==> src/rtl/gf16_seq_div_if.sv <==
// Request/result bundle for the sequential GF(2^4) divider.
// The requester drives start/A/B; the divider returns busy/done/Z/div_by_zero.
interface gf16_seq_div_if;
    logic       start;
    logic [3:0] A;
    logic [3:0] B;
    logic       busy;
    logic       done;
    logic [3:0] Z;
    logic       div_by_zero;

    modport master (
        output start, A, B,
        input  busy, done, Z, div_by_zero
    );

    modport slave (
        input  start, A, B,
        output busy, done, Z, div_by_zero
    );
endinterface

==> src/rtl/gf16_seq_div.sv <==
// Sequential GF(2^4) divider (poly x^4+x+1): Z = A * B^14 through three square/multiply rounds.
// One shared multiplier serves both the squaring and the accumulate steps.
module gf16_seq_div (
    input  logic           clk,
    input  logic           rst,
    gf16_seq_div_if.slave  bus
);
    typedef enum logic [2:0] {IDLE, SQ1, MUL1, SQ2, MUL2, SQ3, MUL3} state_t;

    state_t     state_reg, state_next;
    logic [3:0] acc_reg, sq_reg, z_reg;
    logic       done_reg, dbz_reg;

    logic [3:0] mul_a, mul_b, mul_p;
    logic [6:0] pp [4];
    logic [6:0] prod_raw;
    logic       sq_phase;

    // Carry-less partial products of the shared multiplier
    generate
        for (genvar gi = 0; gi < 4; gi++) begin : g_pp
            assign pp[gi] = mul_b[gi] ? ({3'b000, mul_a} << gi) : 7'd0;
        end
    endgenerate

    assign prod_raw = pp[0] ^ pp[1] ^ pp[2] ^ pp[3];

    // x^4 = x+1, x^5 = x^2+x, x^6 = x^3+x^2: folds never reach bit 4, so one pass suffices
    assign mul_p = prod_raw[3:0]
                 ^ (prod_raw[4] ? 4'b0011 : 4'b0000)
                 ^ (prod_raw[5] ? 4'b0110 : 4'b0000)
                 ^ (prod_raw[6] ? 4'b1100 : 4'b0000);

    always_ff @(posedge clk) begin
        if (rst) begin
            state_reg <= IDLE;
        end else begin
            state_reg <= state_next;
        end
    end

    always_comb begin
        state_next = state_reg;
        unique case (state_reg)
            IDLE:    if (bus.start && (bus.B != 4'd0)) state_next = SQ1;
            SQ1:     state_next = MUL1;
            MUL1:    state_next = SQ2;
            SQ2:     state_next = MUL2;
            MUL2:    state_next = SQ3;
            SQ3:     state_next = MUL3;
            MUL3:    state_next = IDLE;
            default: state_next = IDLE;
        endcase
    end

    always_comb begin
        sq_phase = (state_reg == SQ1) || (state_reg == SQ2) || (state_reg == SQ3);
        mul_a    = sq_phase ? sq_reg : acc_reg;
        mul_b    = sq_reg;
        bus.busy = (state_reg != IDLE);
    end

    always_ff @(posedge clk) begin
        if (rst) begin
            acc_reg  <= 4'd0;
            sq_reg   <= 4'd0;
            z_reg    <= 4'd0;
            done_reg <= 1'b0;
            dbz_reg  <= 1'b0;
        end else begin
            done_reg <= 1'b0;
            unique case (state_reg)
                IDLE: begin
                    if (bus.start) begin
                        if (bus.B == 4'd0) begin
                            // Zero divisor answers immediately without iterating
                            z_reg    <= 4'd0;
                            dbz_reg  <= 1'b1;
                            done_reg <= 1'b1;
                        end else begin
                            acc_reg <= bus.A;
                            sq_reg  <= bus.B;
                        end
                    end
                end
                SQ1, SQ2, SQ3: sq_reg  <= mul_p;
                MUL1, MUL2:    acc_reg <= mul_p;
                MUL3: begin
                    acc_reg  <= mul_p;
                    z_reg    <= mul_p;
                    dbz_reg  <= 1'b0;
                    done_reg <= 1'b1;
                end
                default: ;
            endcase
        end
    end

    assign bus.done        = done_reg;
    assign bus.Z           = z_reg;
    assign bus.div_by_zero = dbz_reg;
endmodule
==> src/flat_wrapper.sv <==
// flat-port wrapper written by rule: the top's interface ports become plain ports
module gf16_seq_div_flat 
  (clk, rst, bus_start, bus_A, bus_B, bus_busy, bus_done, bus_Z, bus_div_by_zero);
  gf16_seq_div_if bus_i ();
  input  logic clk;
  input  logic rst;
  input wire logic [$bits(bus_i.start)-1:0] bus_start;
  input wire logic [$bits(bus_i.A)-1:0] bus_A;
  input wire logic [$bits(bus_i.B)-1:0] bus_B;
  output wire logic [$bits(bus_i.busy)-1:0] bus_busy;
  output wire logic [$bits(bus_i.done)-1:0] bus_done;
  output wire logic [$bits(bus_i.Z)-1:0] bus_Z;
  output wire logic [$bits(bus_i.div_by_zero)-1:0] bus_div_by_zero;
  assign bus_i.start = bus_start;
  assign bus_i.A = bus_A;
  assign bus_i.B = bus_B;
  assign bus_busy = bus_i.busy;
  assign bus_done = bus_i.done;
  assign bus_Z = bus_i.Z;
  assign bus_div_by_zero = bus_i.div_by_zero;
  gf16_seq_div u_core (.clk(clk), .rst(rst), .bus(bus_i));
endmodule
==> config.mk <==
export PLATFORM = sky130hd
export DESIGN_NAME = gf16_seq_div_flat
export DESIGN_NICKNAME = d
export VERILOG_FILES = /design/src/rtl/gf16_seq_div_if.sv /design/src/rtl/gf16_seq_div.sv /design/src/flat_wrapper.sv
export SDC_FILE = /design/constraint.sdc
export NUM_CORES = 1
export LEC_CHECK = 0
export CAP_MARGIN = 10
export CELL_PAD_IN_SITES_DETAIL_PLACEMENT = 1
export CELL_PAD_IN_SITES_GLOBAL_PLACEMENT = 2
export CORE_MARGIN = 5
export CORE_UTILIZATION = 28
export DETAILED_ROUTE_END_ITERATION = 6
export PLACE_DENSITY = 0.82
export SKIP_LAST_GASP = 1
export SLEW_MARGIN = 5
export SYNTH_ARGS = -nofsm -noshare
export SYNTH_HDL_FRONTEND = slang
export SYNTH_SLANG_ARGS = --single-unit
export TNS_END_PERCENT = 50
==> constraint.sdc <==
create_clock -name clk -period 1.75 [get_ports clk]
set_clock_uncertainty 0.2 [all_clocks]
set_input_delay 0.2625 -clock clk [delete_from_list [all_inputs] [get_ports clk]]
set_output_delay 0.2625 -clock clk [all_outputs]
set_load 0.01 [all_outputs]
==> results_tabular.tex <==
\begin{tabular}{lr}
\hline
Metric & Value \\
\hline
\multicolumn{2}{l}{\textbf{Run status}} \\
Run status & finished, violations left \\
Violated checks & setup timing \\
\multicolumn{2}{l}{\textbf{Run}} \\
Max-cap violations & 0 \\
\multicolumn{2}{l}{\textbf{STA}} \\
Final min period & 1910 ps \\
Unrepaired setup endpoints after global routing & true \\
Total count of max-transition violations in the final report & 0 \\
Final setup viols & 9 \\
Period Utilization, post-route & 1.09 \\
Final total negative setup slack & -545 ps \\
Pin slew with the least headroom to its limit & roughly 340 ps \\
Total count of hold-check failures in the final report & 0 \\
Max\_slew headroom & 0.770 \\
Achievable Freq & roughly 0.52 GHz \\
Slack of the critical path & -161 ps \\
\multicolumn{2}{l}{\textbf{Pwr}} \\
Combinational share of power & 0.474 \\
Sequential share of power & 0.322 \\
Internal portion of total power & a little over 900 uW \\
Total Power Consumption & $\sim$1.5 mW \\
Peak supply drop & 0.000443 V \\
Sw power & 524 uW \\
Net switching share of the total power & 0.361 \\
Clock share of power & 0.203 \\
Power density over cell area & 718 mW/mm2 \\
Static power due to leakage & 0.812 nW \\
\multicolumn{2}{l}{\textbf{Drt}} \\
Number of nets still failing antenna checks after routing & 0 \\
Via Count & 1400 \\
Vias/cell & around 5.2 \\
Violation count after the first detailed-routing iteration & 60 \\
1st-pass router iterations & 4 \\
Average wire per standard cell & 16.8 um \\
DRC & 0 \\
Post-detailed-routing wire length & roughly 4500 um \\
\multicolumn{2}{l}{\textbf{Global routing}} \\
Via count of the first global-routing pass & about 1600 \\
Antenna violations before repair & 0 \\
Overall routing resource usage & 0.151 \\
Global-route wire length before repair & 7510 um \\
Total congestion overflow after global routing & 0 \\
Maximum number of pins on one net before global-route repair & 13 \\
\multicolumn{2}{l}{\textbf{Die}} \\
Area enclosed by the die boundary & 0.00603 mm2 \\
Vertical extent of the die & between 70 and 80 um \\
Area of the placeable core & 0.00438 mm2 \\
FP Rows & 24 \\
Horizontal die dimension & 77.7 um \\
Number of top-level design ports & 18 \\
Initial Util & 0.293 \\
\multicolumn{2}{l}{\textbf{Synthesis}} \\
Synth Cell Area & roughly 0.0013 mm2 \\
Net count after synthesis & 173 \\
Area share of the largest cell type after synthesis & 0.265 \\
Proportion of register bits with asynchronous set or reset after synthesis & 0 \\
Number of unique standard cell types used by synthesis & 51 \\
Most used standard cell by instance count after synthesis & nand2\_1 \\
Post-synth top cells & nand2\_1 (19), dfxtp\_1 (17), nor2\_1 (17) \\
Number of enable-type register cells in the synthesized netlist & 0 \\
Primary FF master, synth & dfxtp\_1 \\
Count of synthesis-stage warnings from yosys & 0 \\
Part of the Yosys area used for sequential elements & 0.265 \\
Mean instance size in the synthesized netlist & 7.92 um2 \\
Syn Inst Count & 162 \\
Cell accounting for the most synthesized area & dfxtp\_1 \\
Largest cells by area after synthesis & dfxtp\_1 (27\%), nand2\_1 (5.6\%), nor2\_1 (5.0\%), mux2i\_1 (3.9\%), a21oi\_1 (3.5\%) \\
Number of synthesized register bits & 17 \\
\multicolumn{2}{l}{\textbf{Worst hold path}} \\
Hold/Removal Path Class & reg -> reg \\
\multicolumn{2}{l}{\textbf{Clock tree}} \\
Total clock buffers created by CTS & 3 \\
Number of hold-repair buffers added at the cts stage & 0 \\
Count of clock tree sinks & 17 \\
Root cell of the clock tree & clkbuf\_8 \\
Clock edge transition at the registers on the reported setup and hold paths & 70 ps \\
Clock latency reported for the late side of the worst-skew pair & between 200 and 300 ps \\
Number of levels the H-tree was split into & 1 \\
CTS tree & built \\
Buffers from clock root to sink, at most & 2 \\
\multicolumn{2}{l}{\textbf{Cells and area}} \\
Layout cells sized above 1 & 0.407 \\
Nets@finish & 228 \\
Non-filler cells in the finished layout & 268 \\
Area growth from synthesis to layout & 57.6\% \\
Inserted Diodes & 0 \\
Utilization of the core after routing & 0.461 \\
\multicolumn{2}{l}{\textbf{Place}} \\
Port buffer count & 17 \\
Weighted congestion reported at the end of routability-driven placement & 0.938 \\
Number of cells after detailed placement & 260 \\
Detailed placement HPWL & 3440 um \\
\multicolumn{2}{l}{\textbf{Worst setup path}} \\
Maximum fanout along the worst path & 3 \\
Worst Setup End Kind & flop \\
Critical path launch point type & flop \\
Crit Path Category & reg -> reg \\
Required time of the critical path & 1700 ps \\
CP arrival & 1860 ps \\
\hline
\end{tabular}
-- power groups by stage --
stage	Sequential (mW)	Combinational, mW	Clock (mW)
final	0.467	0.688	0.295
after global routing	0.473	0.741	0.321
after CTS	0.461	0.638	0.302
after detailed placement	0.468	0.585	0
after global placement	0.465	0.560	0
after floorplan	0.445	0.358	0
-- worst max-delay path: stages (launching register included) --
cell and delay (ps):
dfxtp_4 360, buf_12 130, xnor2_4 130, o211ai_4 230
a21oi_2 80, o32a_2 410, a22oi_2 200, o21ai_2 70
-- path summary, 6_finish.rpt --
check,start,to,slack (ps),cells past startpoint
max,u_core.mul_b[3],u_core.bus.Z[2],-160,7
min,u_core.bus.Z[1],u_core.bus.Z[1],270,2
max reg2reg,u_core.mul_b[3],u_core.bus.Z[2],-160,7
min reg2reg,u_core.bus.Z[1],u_core.bus.Z[1],270,2
-- routing by layer --
layer,up-vias,routed length (um),GRT usage
met4,0,34,0.0481
met2,11,2550,0.287
li1,693,-,-
met3,4,43,0.00810
met1,692,1870,0.177
met5,-,0,0
-- final cells by class --
type | instances | area [um2]
fill | 534 | 2360
multi-input combinational | 126 | 998
timing repair buffer | 63 | 532
sequential | 17 | 357
tap | 52 | 65.1
clock buffer | 3 | 41.3
inverter | 6 | 22.5
clock inverter | 1 | 5.00
-- kinds of logic after synthesis --
family	Yosys count	synth area share
AND/OR/NAND/NOR	60	0.230
AO/OA/AOI/OAI	50	0.283
multiplexers	5	0.0390
buffers and inverters	19	0.0761
flip-flops	17	0.265
XOR/XNOR	11	0.106
-- placed cells by master, fill, tap and decap left out, types with 3 or more instances in the layout --
master	n
a31oi_1	3
xor2_1	3
xnor2_2	3
inv_1	6
buf_4	42
nand3_1	3
dfxtp_1	10
o211ai_1	3
nand4_1	3
o21ai_0	6
o22ai_1	3
dfxtp_4	3
dfxtp_2	4
clkbuf_8	3
clkdlybuf4s50_1	11
nor2_1	16
dlygate4sd2_1	6
mux2i_1	4
nand2_1	16
o21ai_2	3
a21oi_1	7
buf_6	3
-- what timing repair did --
item                       4_1_cts  5_1_grt
setup buffers                    5        1
pin swaps                       19        7
setup endpoints to repair       14        9
gates resized for setup         26       21
-- through the flow --
stage               instance area (um2)  setup WS, ps  hold WS [ps]
floorplan                          1300        -0.762           141
global placement                   1790          -332           247
detailed placement                 1790          -453           264
CTS                                1930          -159           283
global route                       2020          -220           306
finish                             2020          -161           270
No activity file was read; power rests on OpenSTA's default activity.
